[src/rtl/uart_rx_brg_pkg.sv]
// uart_rx_brg_pkg
// Shared definitions for the 8N1 UART receiver: baud select encodings,
// per-rate tick multipliers, oversampling constants, the receiver FSM
// state type, and a helper that maps a baud select onto its multiplier.
// No ports (package).
package uart_rx_brg_pkg;

    // Baud select encodings, identical to the transmit-side generator
    localparam logic [1:0] BAUD_115200 = 2'b00;
    localparam logic [1:0] BAUD_38400  = 2'b01;
    localparam logic [1:0] BAUD_19200  = 2'b10;
    localparam logic [1:0] BAUD_9600   = 2'b11;

    // Number of base-divider periods per 16x tick for each rate
    localparam logic [3:0] MULT_115200 = 4'd1;
    localparam logic [3:0] MULT_38400  = 4'd3;
    localparam logic [3:0] MULT_19200  = 4'd6;
    localparam logic [3:0] MULT_9600   = 4'd12;

    // Oversampling: 16 ticks per bit, majority vote over ticks 7/8/9
    localparam int OVERSAMPLE = 16;
    localparam int TICK_W     = $clog2(OVERSAMPLE);
    localparam logic [TICK_W-1:0] SAMPLE_FIRST = TICK_W'(7);
    localparam logic [TICK_W-1:0] SAMPLE_MID   = TICK_W'(8);
    localparam logic [TICK_W-1:0] SAMPLE_LAST  = TICK_W'(9);

    typedef enum logic [2:0] {
        IDLE,
        START,
        DATA,
        STOP,
        BREAK
    } rx_state_e;

    function automatic logic [3:0] baudMult(input logic [1:0] sel);
        logic [3:0] m;
        case (sel)
            BAUD_115200: m = MULT_115200;
            BAUD_38400:  m = MULT_38400;
            BAUD_19200:  m = MULT_19200;
            default:     m = MULT_9600;
        endcase
        return m;
    endfunction

endpackage

[src/rtl/uart_rx_tick_gen.sv]
// uart_rx_tick_gen
// Builds the 16x oversample tick for the receiver. A prescaler counts
// 0..DIV_BASE-1; each prescaler wrap advances a multiplier counter that
// counts 0..M-1, and the multiplier wrap is the tick. M is latched from
// sel_i when a frame start is detected so rate changes mid-frame are
// ignored.
// Ports:
//   clk      system clock
//   reset    asynchronous, active-high reset
//   sel_i    baud select, sampled only on start_i
//   start_i  frame start detected: latch M and restart both counters
//   run_i    counters advance while high, held at 0 while low
//   tick_o   one-cycle 16x oversample tick
module uart_rx_tick_gen
    import uart_rx_brg_pkg::*;
#(
    parameter int DIV_BASE = 68
) (
    input  logic       clk,
    input  logic       reset,
    input  logic [1:0] sel_i,
    input  logic       start_i,
    input  logic       run_i,
    output logic       tick_o
);

    localparam int PRE_W = (DIV_BASE > 1) ? $clog2(DIV_BASE) : 1;
    localparam logic [PRE_W-1:0] PRE_LAST = PRE_W'(DIV_BASE - 1);

    logic [PRE_W-1:0] preCnt_q, preCnt_d;
    logic [3:0]       mulCnt_q, mulCnt_d;
    logic [3:0]       mult_q, mult_d;
    logic             preWrap;
    logic             mulWrap;

    assign preWrap = (preCnt_q == PRE_LAST);
    assign mulWrap = (mulCnt_q == (mult_q - 4'd1));
    assign tick_o  = run_i && preWrap && mulWrap;

    // Next-state for the two cascaded counters. A start restarts the
    // count from zero so the first tick lands one full tick period after
    // the start edge was seen.
    always_comb begin
        preCnt_d = preCnt_q;
        mulCnt_d = mulCnt_q;
        mult_d   = mult_q;
        if (start_i) begin
            mult_d   = baudMult(sel_i);
            preCnt_d = '0;
            mulCnt_d = '0;
        end else if (!run_i) begin
            preCnt_d = '0;
            mulCnt_d = '0;
        end else if (preWrap) begin
            preCnt_d = '0;
            mulCnt_d = mulWrap ? 4'd0 : (mulCnt_q + 4'd1);
        end else begin
            preCnt_d = preCnt_q + PRE_W'(1);
        end
    end

    // Counter and latched multiplier registers
    always_ff @(posedge clk or posedge reset) begin
        if (reset) begin
            preCnt_q <= '0;
            mulCnt_q <= '0;
            mult_q   <= MULT_115200;
        end else begin
            preCnt_q <= preCnt_d;
            mulCnt_q <= mulCnt_d;
            mult_q   <= mult_d;
        end
    end

endmodule

[src/rtl/uart_rx_brg.sv]
// uart_rx_brg
// 8N1 UART receiver. Synchronises the serial line, majority-votes each
// bit from three 16x samples, assembles bytes LSB-first and hands them
// to the consumer through a single-entry valid/ready holding register.
// Ports:
//   clk         system clock
//   reset       asynchronous, active-high reset
//   sel         baud select (00=115200, 01=38400, 10=19200, 11=9600)
//   rxd         serial line, idle high, asynchronous to clk
//   data_out    received byte, valid while data_valid is high
//   data_valid  holding register full
//   data_ready  consumer takes the byte when data_valid && data_ready
//   frame_err   one-cycle pulse when the stop bit is sampled low
//   overrun     one-cycle pulse when a byte completes into a full register
//   busy        receiver is anywhere other than IDLE
module uart_rx_brg
    import uart_rx_brg_pkg::*;
#(
    parameter int DIV_BASE    = 68,
    parameter int SYNC_STAGES = 2
) (
    input  logic       clk,
    input  logic       reset,
    input  logic [1:0] sel,
    input  logic       rxd,
    output logic [7:0] data_out,
    output logic       data_valid,
    input  logic       data_ready,
    output logic       frame_err,
    output logic       overrun,
    output logic       busy
);

    logic [SYNC_STAGES-1:0] sync_q;
    rx_state_e              state_q;
    logic [TICK_W-1:0]      tickIdx_q;
    logic [1:0]             early_q;
    logic [2:0]             bitIdx_q;
    logic [7:0]             shift_q;
    logic [7:0]             dataOut_q;
    logic                   dataValid_q;
    logic                   frameErr_q;
    logic                   overrun_q;

    logic rxdSync;
    logic startDet;
    logic tick;
    logic decide;
    logic bitVal;

    assign rxdSync  = sync_q[SYNC_STAGES-1];
    assign startDet = (state_q == IDLE) && !rxdSync;
    assign decide   = tick && (tickIdx_q == SAMPLE_LAST);

    // Majority of the samples taken at ticks 7 and 8 plus the live
    // sample at tick 9, which is also the decision tick.
    assign bitVal = (early_q[0] & early_q[1]) |
                    (early_q[0] & rxdSync)    |
                    (early_q[1] & rxdSync);

    uart_rx_tick_gen #(
        .DIV_BASE (DIV_BASE)
    ) u_tick_gen (
        .clk     (clk),
        .reset   (reset),
        .sel_i   (sel),
        .start_i (startDet),
        .run_i   (state_q != IDLE),
        .tick_o  (tick)
    );

    // Line synchroniser; resets to the idle-high level so a reset never
    // looks like a start bit.
    always_ff @(posedge clk or posedge reset) begin
        if (reset) begin
            sync_q <= '1;
        end else begin
            sync_q <= {sync_q[SYNC_STAGES-2:0], rxd};
        end
    end

    // Receive FSM, bit sampling, shift register and holding register.
    // The handshake clear is written first so a completion in the same
    // cycle overrides it and reloads the register.
    always_ff @(posedge clk or posedge reset) begin
        if (reset) begin
            state_q     <= IDLE;
            tickIdx_q   <= '0;
            early_q     <= '0;
            bitIdx_q    <= '0;
            shift_q     <= '0;
            dataOut_q   <= '0;
            dataValid_q <= 1'b0;
            frameErr_q  <= 1'b0;
            overrun_q   <= 1'b0;
        end else begin
            frameErr_q <= 1'b0;
            overrun_q  <= 1'b0;
            if (dataValid_q && data_ready) begin
                dataValid_q <= 1'b0;
            end
            if (tick) begin
                tickIdx_q <= tickIdx_q + TICK_W'(1);
                if (tickIdx_q == SAMPLE_FIRST) early_q[0] <= rxdSync;
                if (tickIdx_q == SAMPLE_MID)   early_q[1] <= rxdSync;
            end
            case (state_q)
                IDLE: begin
                    tickIdx_q <= '0;
                    if (!rxdSync) state_q <= START;
                end
                START: begin
                    if (decide) begin
                        if (!bitVal) begin
                            state_q  <= DATA;
                            bitIdx_q <= '0;
                        end else begin
                            state_q <= IDLE;
                        end
                    end
                end
                DATA: begin
                    if (decide) begin
                        shift_q  <= {bitVal, shift_q[7:1]};
                        bitIdx_q <= bitIdx_q + 3'd1;
                        if (bitIdx_q == 3'd7) state_q <= STOP;
                    end
                end
                STOP: begin
                    if (decide) begin
                        if (bitVal) begin
                            state_q <= IDLE;
                            if (!dataValid_q || data_ready) begin
                                dataOut_q   <= shift_q;
                                dataValid_q <= 1'b1;
                            end else begin
                                overrun_q <= 1'b1;
                            end
                        end else begin
                            frameErr_q <= 1'b1;
                            state_q    <= BREAK;
                        end
                    end
                end
                BREAK: begin
                    if (rxdSync) state_q <= IDLE;
                end
                default: state_q <= IDLE;
            endcase
        end
    end

    assign data_out   = dataOut_q;
    assign data_valid = dataValid_q;
    assign frame_err  = frameErr_q;
    assign overrun    = overrun_q;
    assign busy       = (state_q != IDLE);

endmodule

[config.mk]
export PLATFORM = sky130hd
export DESIGN_NAME = uart_rx_brg
export DESIGN_NICKNAME = d
export VERILOG_FILES = /design/src/rtl/uart_rx_brg_pkg.sv /design/src/rtl/uart_rx_tick_gen.sv /design/src/rtl/uart_rx_brg.sv
export SDC_FILE = /design/constraint.sdc
export NUM_CORES = 1
export LEC_CHECK = 0
export CAP_MARGIN = 20
export CORE_ASPECT_RATIO = 0.7
export CORE_MARGIN = 2
export CORE_UTILIZATION = 57
export DETAILED_ROUTE_END_ITERATION = 10
export PLACE_DENSITY = 0.8
export REMOVE_ABC_BUFFERS = 1
export SLEW_MARGIN = 5
export SYNTH_ARGS = -nofsm -noshare
export SYNTH_HDL_FRONTEND = slang
export SYNTH_HIERARCHICAL = 1
export SYNTH_SLANG_ARGS = --single-unit
export TNS_END_PERCENT = 5
[constraint.sdc]
create_clock -name clk -period 3.1 [get_ports clk]
set_input_delay 0.93 -clock clk [delete_from_list [all_inputs] [get_ports clk]]
set_output_delay 0.93 -clock clk [all_outputs]
set_load 0.05 [all_outputs]
# After elaboration in Yosys (flattened, before gate mapping)
# Cells that the tools add are included.
dict set report classes {
  bitwise 5
  mux 35
  add_sub_neg 5
  reduce_logical 19
  eq_ne 20
}
# operator n
set ops {}
lappend ops {{$mux W3} 10}
lappend ops {{$mux W4} 6}
lappend ops {{$mux W7} 3}
lappend ops {{$pmux W3 S5} 1}
lappend ops {{$ne A2 B2 Y1 const B} 7}
lappend ops {{$mux W1} 12}
lappend ops {{$pmux W4 S3} 1}
lappend ops {{$add A4 B1 Y4 const B} 2}
lappend ops {{$eq A4 B4 Y1 const B} 2}
lappend ops {{$reduce_and A4 Y1} 2}
lappend ops {{$add A7 B1 Y7 const B} 1}
lappend ops {{$eq A7 B7 Y1 const B} 1}
lappend ops {{$eq A3 B2 Y1 const B} 2}
lappend ops {{$eq A3 B3 Y1 const B} 2}
lappend ops {{$pmux W3 S2} 1}
lappend ops {{$reduce_and A2 Y1} 3}
lappend ops {{$reduce_and A6 Y1} 1}
lappend ops {{$logic_and A1 B1 Y1} 5}
lappend ops {{$eq A4 B3 Y1 const B} 1}
lappend ops {{$eq A4 B4 Y1} 1}
lappend ops {{$reduce_bool A2 Y1} 2}
lappend ops {{$sub A4 B1 Y4 const B} 1}
lappend ops {{$add A3 B1 Y3 const B} 1}
lappend ops {{$and A1 B1 Y1} 3}
lappend ops {{11 further kinds} 13}
dict set report totals {
  elab_cells 98
  ff_bits 48
  output_inout_bits 12
  inputBits 6
}

# Longest topological paths before layout
# Gate-level depths: netlist of the first run.
dict set report logic_depth {
  ltp_word 6
  ltp_mapped 11
  mapped_depth_nobuf 9
}

# Modules after synthesis
# Netlist of the first run, hierarchy kept.
# mod instances area_per_inst_um2 seq_area_each_um2 cells_each
set modules_own_cells {}
lappend modules_own_cells {uart_rx_brg 1 1436.4 828.3 110}
lappend modules_own_cells {uart_rx_tick_gen 1 862.1 376.6 83}

# Least setup slack after synthesis of the first run
# No wires, ideal clock.
dict set report synth_timing {
  kind {flip-flop to flip-flop}
  from {register u_tick_gen.mult_q[0]}
  to {register state_q[0]}
  setup_ns 0.120
  path_buffers 2
  arrival_time_ns 2.395
  path_slack_ns 0.585
  t_required_ns 2.980
  period_less_slack_ns 2.515
  path_stages_with_launch 12
  cell_sequence {dfstp_2 > inv_1 > ha_1 > xnor3_1 > nand3_1 > nor2_1 > and3_1 > buf_2 > and4b_1 > clkbuf_2 > a311o_1 > and3_1}
}
dict set report synth_via {
  elab_chain_len 6
  elab_cells_between_ends 8
  cone_classes {add/sub: 1; eq/ne: 4; reduce/logical: 3}
}
# item line_no
set synth_lines {}
lappend synth_lines {{start, declared} uart_rx_tick_gen.sv:32} ;# logic [3:0] mult_q, mult_d;
lappend synth_lines {{start signal, assigned} uart_rx_tick_gen.sv:71} ;# mult_q <= mult_d;
lappend synth_lines {{$sub A4 B1 Y4 *} uart_rx_tick_gen.sv:37} ;# assign mulWrap = (mulCnt_q == (mult_q - 4'd1));
lappend synth_lines {{$eq A4 B4 Y1 *} uart_rx_tick_gen.sv:37}
lappend synth_lines {{$logic_and A1 B1 Y1 *} uart_rx_tick_gen.sv:38} ;# assign tick_o = run_i && preWrap && mulWrap;
lappend synth_lines {{via tick} uart_rx_brg.sv:47} ;# logic tick;
lappend synth_lines {{$logic_and A1 B1 Y1 *} uart_rx_brg.sv:53} ;# assign decide = tick && (tickIdx_q == SAMPLE_LAST);
lappend synth_lines {{$ne A2 B2 Y1 (no line)} n/a}
lappend synth_lines {{$reduce_and A6 Y1 (no line) *} n/a}
lappend synth_lines {{end signal, assigned} uart_rx_brg.sv:87} ;# state_q <= IDLE;
lappend synth_lines {{end signal, assigned} uart_rx_brg.sv:110} ;# if (!rxdSync) state_q <= START;
lappend synth_lines {{end signal, assigned} uart_rx_brg.sv:115} ;# state_q <= DATA;
lappend synth_lines {{end, declared} uart_rx_brg.sv:35} ;# rx_state_e state_q;
# Mark *: on every way through the listed nets, which the timed path passes. The rest lies on a longest branch.
# A chain may end at the register's enable or synchronous reset.

# Worst setup path after layout of the first run
dict set report layout_timing {
  from {register state_q[0]}
  to {output port busy}
}
dict set report layout_via {
  elab_chain_len 1
}
# item line_no
set layout_lines {}
lappend layout_lines {{$reduce_bool A3 Y1} uart_rx_brg.sv:157} ;# assign busy = (state_q != IDLE);
lappend layout_lines {{end, declared} uart_rx_brg.sv:31} ;# output logic busy
# No other way between the ends.

==> out/metrics.yaml, run 1 <==
path_cells: "nor3_1 -> buf_4 -> inv_1 -> clkdlybuf4s50_1"
setup_ws_ns: 0.208
async_flop_share_pct: 100
switching_share_pct: 22.8
synth_top_flop_cell: "dfrtp_1"
netlist_top_cells_area: "dfrtp_1 49%, mux2_2 9.3%, ha_1 6.5%"
multi_input_area_um2: 1040
critPathKind: "reg -> out"
worst_pin_slew_ns: 0.561
wl_met2_um: 2000
die_w_um: 79.9
yosysTopAreaCell: "dfrtp_1"
cts_resized: 0
port_buffers: 17
status: "finished clean"
post_cts_buffers: 0
dp_hpwl_um: 3030
critPathMaxFanout: 8
insertion_delay_ns: 0.30
syn-instance-count: 193
drt_iter0_markers: 66
clock_power_share_pct: 34.8
power_density_nw_per_um2: 400
drc_errors: 0
grt_pass1_vias: 1536
ir_worst_vdd_mv: 0.264
setup_viol: 0
finalCritPeriodShare_pct: 93.3
diodes: 0
cts_max_path_buffers: 2
fin_setup_tns_ns: 0
register_area_um2: 1200
via_count: 1496
routed_wl_um: 4100
intPower_uw: 810
yosysSeqAreaShare_pct: 52.4
syn_area_per_cell_um2: 11.9
drive_above_1_share_pct: 20.3
seqPwrFrac_pct: 60.8
dieArea_um2: 4560
cts_inserted_buffers: 5
grt_pass1_wl_um: 7070
slew_violations: 0
clock.fmax_ghz: 0.346
ys_types: 42
synth_edf_count: 0
drtAntennaViolNets: 0
max_stage_delay_ns: 0.82
core_um2: 3900
crit_family: "buffers and inverters"
leakage_uw: 0.00124
p_comb_share_pct: 4.4
start_kind: "register"
area_delta_synth_final_pct: 14.1
cp_slowest_cell: "clkdlybuf4s50_1"
fin_skew_ns: 0.00306
dieHeight_um: 57.1
routabilityCongestion: 0.883
worst_setup_path_end_kind: "primary output"
period_minus_slack_ns: 2.89
synth_top_area_share_pct: 49.0
fp-row-count: 19
rsz0062_at_grt: "false"
max_slew_margin_pct: 62.6
overflow: 0
arrival_ns: 1.96
synthTopCellsByCount: "45 x dfrtp_1, 20 x nor2_1, 19 x mux2_2"
avgRoutedWirePerCell_um: 15.2
cts_tree: "built"
vias_per_cell: 5.56
post-synth-top-count-cell: "dfrtp_1"
io_pins: 18
cts-hold-fix-buffers: 0
cts_root_buf: "clkbuf_8"
clk_pin_slew_worst_paths_ns: 0.09
required_ns: 2.17
grt_use_total_pct: 20.3
htree_num_levels: 2
syn_area_um2: 2300
power_switching_uw: 239
max-cap-violations: 0
start_util_pct: 59.0
wl_met3_um: 119
synth_seq_cells: 48
ys_warn_count: 6
top_layer: "met4"
wl_met1_um: 1920
grt_max_degree: 34
dr.pass1.iters: 4
hold_viol: 0
min-delay-path-class: "reg -> reg"
num-fill-cells: 298
worst-path-buf-inv: 3
clock-sinks: 48
nets: 234
pre_cts_ws_ns: 0.356
antenna_found_initial: 0
[worst register-to-register path: stages (launching register included)]
cell     delay (ns)
dfstp_2        0.56
inv_1          0.07
ha_1           0.22
xnor3_1        0.28
nand3_1        0.12
nor2_1         0.21
and3_1         0.37
and4b_1        0.38
nand2_2        0.19
mux2_2         0.32
[cell type report]
class,instances,share of cell area [%]
sequential,48,45.9
inverter,10,1.43
tap,52,2.48
clock inverter,3,0.716
multi-input combinational,132,39.7
clock buffer,5,2.62
timing repair buffer,19,7.06
[power groups by stage]
stage	Sequential, µW	Combinational, µW	Clock [µW]
floorplan	648	30.9	0
global placement	649	44.2	0
detailed placement	649	47.2	0
CTS	637	47.6	377
global route	638	53.4	405
finish	637	46.3	365
[cells by family after synthesis]
kind of cell | synth area share, %
simple gates | 18.0
flops | 52.4
xor+xnor | 5.55
fa+ha+maj | 6.97
mux | 10.6
compound gates | 4.19
buf+inv | 2.23
[sequential cells by signal, indices dropped and copies added, names as in the netlist]
register / count
data_out: 8
overrun: 1
u_tick_gen/preCnt_q: 7
bitIdx_q: 3
data_valid: 1
tickIdx_q: 4
frame_err: 1
u_tick_gen/mulCnt_q: 4
early_q: 2
state_q: 3
shift_q: 8
sync_q: 2
u_tick_gen/mult_q: 4
[per-layer routing]
layer	up-vias	global-route usage [%]
met5	-	0
met4	0	6.54
met3	7	4.75
met2	19	32.0
met1	749	28.2
li1	721	-
[path summary, 6_finish.rpt]
path	startpoint	endpoint	slack, ns	cells after the start
setup / recovery	state_q[0]$_DFFE_PP0P_	busy	0.21	4
hold / removal	sync_q[0]$_DFF_PP1_	sync_q[1]$_DFF_PP1_	0.36	0
setup reg to reg	u_tick_gen/mult_q[0]$_DFFE_PP1P_	shift_q[7]$_DFFE_PP0P_	0.29	9
hold reg to reg	sync_q[0]$_DFF_PP1_	sync_q[1]$_DFF_PP1_	0.36	0
max in group asynchronous	reset	u_tick_gen/mult_q[0]$_DFFE_PP1P_	1.73	2
min in group asynchronous	reset	u_tick_gen/mult_q[2]$_DFFE_PP0P_	1.00	2
[cells in the final DEF, fill, tap and decap left out, drive strengths merged, types with 3 or more instances in the layout]
cell type	instances
inv	10
clkdlybuf4s50	17
clkbuf	5
a21oi	4
and4b	3
ha	12
nand4	3
nand2	9
nor4	3
clkinv	3
xor2	6
nor3	3
o21ai	8
nand3	10
mux2i	3
and3	6
xnor2	6
nor2	20
dfrtp	45
dfstp	3
mux2	19
[through the flow]
step / total power, µW / instances / area (µm²) / hold slack (ns) / util, %
final: 1050 / 269 / 2620 / 0.362 / 67.3
after global routing: 1100 / 269 / 2620 / 0.368 / 67.3
after CTS: 1060 / 269 / 2620 / 0.362 / 67.3
after detailed placement: 696 / 261 / 2530 / 0.349 / 65.0
after global placement: 693 / 261 / 2530 / 0.346 / 65.0
after floorplan: 679 / 190 / 2280 / 0.345 / -
Note: power is estimated with default switching activity, not from simulation.
==> run 2: changes to the inputs <==
Settings changed: TNS_END_PERCENT 5 to unset.
==> results of run 2 <==
Same layout as run 1: the final DEF is identical, and so are final timing and power.
==> run 3: changes to the inputs <==
Settings changed: ABC_AREA set to 1, CAP_MARGIN 20 to unset, CORE_UTILIZATION 57 to 58, GPL_ROUTABILITY_DRIVEN set to 1, PLACE_DENSITY 0.8 to 0.81.
==> run 3 against run 2 <==
Effect of this change: power increased by 1.1%; critical path depth fell by 1; count of clock-buffer cells in the layout is the same; via count increased by 28%; sequential share of layout area shrank 2.0 points; worst hold slack better by 0.0090 ns; critical path type unchanged.
==> out/metrics.yaml, run 3 <==
status: "finished clean"
nets: 331  # +41%
cts-hold-fix-buffers: 0  # unchanged
yosysTopAreaCell: "dfrtp_1"
crit_family: "buffers and inverters"
dieArea_um2: 4700  # +2.9%
grt_pass1_vias: 1772  # +15%
r2r-end: "data_out[0]$_DFFE_PP0P_"
io_pins: 18  # unchanged
port_buffers: 17  # unchanged
fp-row-count: 19  # unchanged
fin_util_pct: 69.5  # +2.2 points
post-synth-top-count-cell: "nand2_1"
routed_wl_um: 4430  # +8.0%
cts_inserted_buffers: 5  # unchanged
period_minus_slack_ns: 2.83  # -0.0664 ns
via_count: 1911  # +28%
cts_tree: "built"
final_common_cell: "nand2_1"
avgRoutedWirePerCell_um: 12.1  # -21%
synth_top_area_share_pct: 46.7  # -2.3 points
fin_skew_ns: 0.0133  # +0.0102 ns
syn_area_um2: 2410  # +4.9%
leakage_uw: 0.00148  # +20%
worst-path-buf-inv: 1  # -2
ys_types: 30  # -29%
clock-sinks: 48  # unchanged
cts_max_path_buffers: 2  # unchanged
critPathCapture: "busy"
final_cells: 366  # +36%
drive_above_1_share_pct: 10.8  # -9.4 points
min-delay-path-class: "reg -> reg"
rsz0062_at_grt: "false"
path_cells: "nor2_1 -> nand2_1 -> clkdlybuf4s50_1"
worst_setup_path_end_kind: "primary output"
final_area_um2: 2740  # +4.5%
clk_pin_slew_worst_paths_ns: 0.09  # about the same
netlist_top_cells_area: "dfrtp_1 47%, nand2_1 15%, ha_1 6.2%"
synthTopCellsByCount: "97 x nand2_1, 45 x dfrtp_1, 33 x inv_1"
r2r_slack_ns: 0.45  # +0.16 ns
syn_area_per_cell_um2: 8.34  # -30%
rr_worst_depth: 12  # +3
cp_slowest_cell: "clkdlybuf4s50_1"
power_density_nw_per_um2: 387  # -3.3%
fin_setup_tns_ns: 0  # unchanged
slew_violations: 0  # unchanged
drc_errors: 0  # unchanged
r2r_start: "u_tick_gen/mult_q[0]$_DFFE_PP1P_"
place_area_um2: 2650  # +4.5%
ir_worst_vdd_mv: 0.408  # +55%
max_slew_margin_pct: 60.1  # -2.5 points
placed_cells_incl_taps: 358  # +37%
grt_max_degree: 34  # unchanged
antenna_found_initial: 0  # unchanged
synth_edf_count: 0  # unchanged
max_stage_delay_ns: 0.84  # +0.02 ns
dp_hpwl_um: 3350  # +11%
worst_pin_slew_ns: 0.598  # +0.0371 ns
startpoint: "state_q[1]$_DFFE_PP0P_"
critPathKind: "reg -> out"
synth_top_flop_cell: "dfrtp_1"
grt_pass1_wl_um: 7820  # +11%
max-cap-violations: 0  # unchanged
overflow: 0  # unchanged
hold_viol: 0  # unchanged
drt_iter0_markers: 161  # +140%
post_cts_buffers: 0  # unchanged
path_depth: 3  # -1
drtAntennaViolNets: 0  # unchanged
dieHeight_um: 57.9  # +1.4%
area_delta_synth_final_pct: 13.7
setup_viol: 0  # unchanged
synth_seq_cells: 48  # unchanged
yosysSeqAreaShare_pct: 50.0  # -2.4 points
clock.fmax_ghz: 0.354  # +2.4%
critPathMaxFanout: 6  # -2
start_util_pct: 61.1  # +2.1 points
setup_ws_ns: 0.275  # +0.0664 ns
cts_root_buf: "clkbuf_8"
async_flop_share_pct: 100  # unchanged
vias_per_cell: 5.22  # -6.1%
layout_common_cells: "97 x nand2_1, 45 x dfrtp_1, 33 x inv_1, 24 x nor2_1, 21 x nand3_1"
core_um2: 3950  # +1.2%
dr.pass1.iters: 4  # unchanged
routabilityCongestion: 0.876  # -0.74%
required_ns: 2.17  # about the same
htree_num_levels: 2  # unchanged
cts_resized: 0  # unchanged
arrival_ns: 1.90  # -0.06 ns
insertion_delay_ns: 0.31  # about the same
pre_cts_ws_ns: 0.483  # +0.127 ns
diodes: 0  # unchanged
grt_use_total_pct: 21.8  # +1.5 points
finalCritPeriodShare_pct: 91.1  # -2.1 points
syn-instance-count: 289  # +50%
start_kind: "register"
die_w_um: 81.1  # +1.5%
ys_warn_count: 6  # unchanged
-- run 3: cell count changes after synthesis, sizes merged, moves of 3 or more --
cell,delta
and3,-6
nor3,+6
nand2,+93
mux2i,-3
xor2,-3
and4b,-3
nand3,+11
mux2,-19
nor2,+7
nor4,-3
inv,+30
xnor2,-5
-- run 3: worst min-delay path by stage --
stage / from / endpoint / slack, ns / cells after the start
after floorplan: sync_q[0]$_DFF_PP1_ / sync_q[1]$_DFF_PP1_ / 0.35 / 0
after global placement: sync_q[0]$_DFF_PP1_ / sync_q[1]$_DFF_PP1_ / 0.35 / 0
after detailed placement: sync_q[0]$_DFF_PP1_ / sync_q[1]$_DFF_PP1_ / 0.35 / 0
after CTS: sync_q[0]$_DFF_PP1_ / sync_q[1]$_DFF_PP1_ / 0.37 / 0
after global routing: sync_q[0]$_DFF_PP1_ / sync_q[1]$_DFF_PP1_ / 0.37 / 0
final: sync_q[0]$_DFF_PP1_ / sync_q[1]$_DFF_PP1_ / 0.37 / 0
-- run 3: layout make-up --
| type | instances | area, µm² |
|---|---|---|
| clock buffer | 5 | 68.8 |
| clock inverter | 3 | 23.8 |
| fill | 328 | 1200 |
| sequential | 48 | 1200 |
| inverter | 40 | 153 |
| tap | 52 | 65.1 |
| timing repair buffer | 19 | 185 |
| multi-input combinational | 199 | 1040 |
-- run 3: kinds of logic after synthesis --
kind of cell	synth area share, %
DFF	50.0
buffers and inverters	6.85
and+or+nand+nor	31.2
xor gates and xnor gates	1.45
adders and majority gates	6.23
AOI/OAI and AO/OA	4.26
-- run 3: stage by stage --
stage	hold slack (ns)	power, µW
after floorplan	0.345	679
after global placement	0.346	695
after detailed placement	0.355	697
after CTS	0.372	1070
after global routing	0.375	1110
final	0.371	1060
-- run 3: power by group --
part           switching (µW)  leakage (µW)  internal, µW
Clock                     216     0.0000404           160
Sequential               3.34      0.000640           633
Combinational            31.5      0.000803          16.7
Total                     251       0.00148           809
-- run 3: layer usage --
layer / routed length (µm) / up-vias / track usage, %
met2: 1980 / 33 / 32.9
met1: 2230 / 916 / 31.3
li1: - / 957 / -
met5: 0 / - / 0
met3: 173 / 5 / 5.45
met4: 45 / 0 / 6.78
-- run 3: worst register-to-register path: cells and delay by family (launching register included) --
| family | cells | cell delay [ns] |
|---|---|---|
| DFF | 1 | 0.55 |
| and+or+nand+nor | 9 | 1.52 |
| adders and majority gates | 1 | 0.30 |
| buffers and inverters | 1 | 0.05 |
| xor gates and xnor gates | 1 | 0.13 |
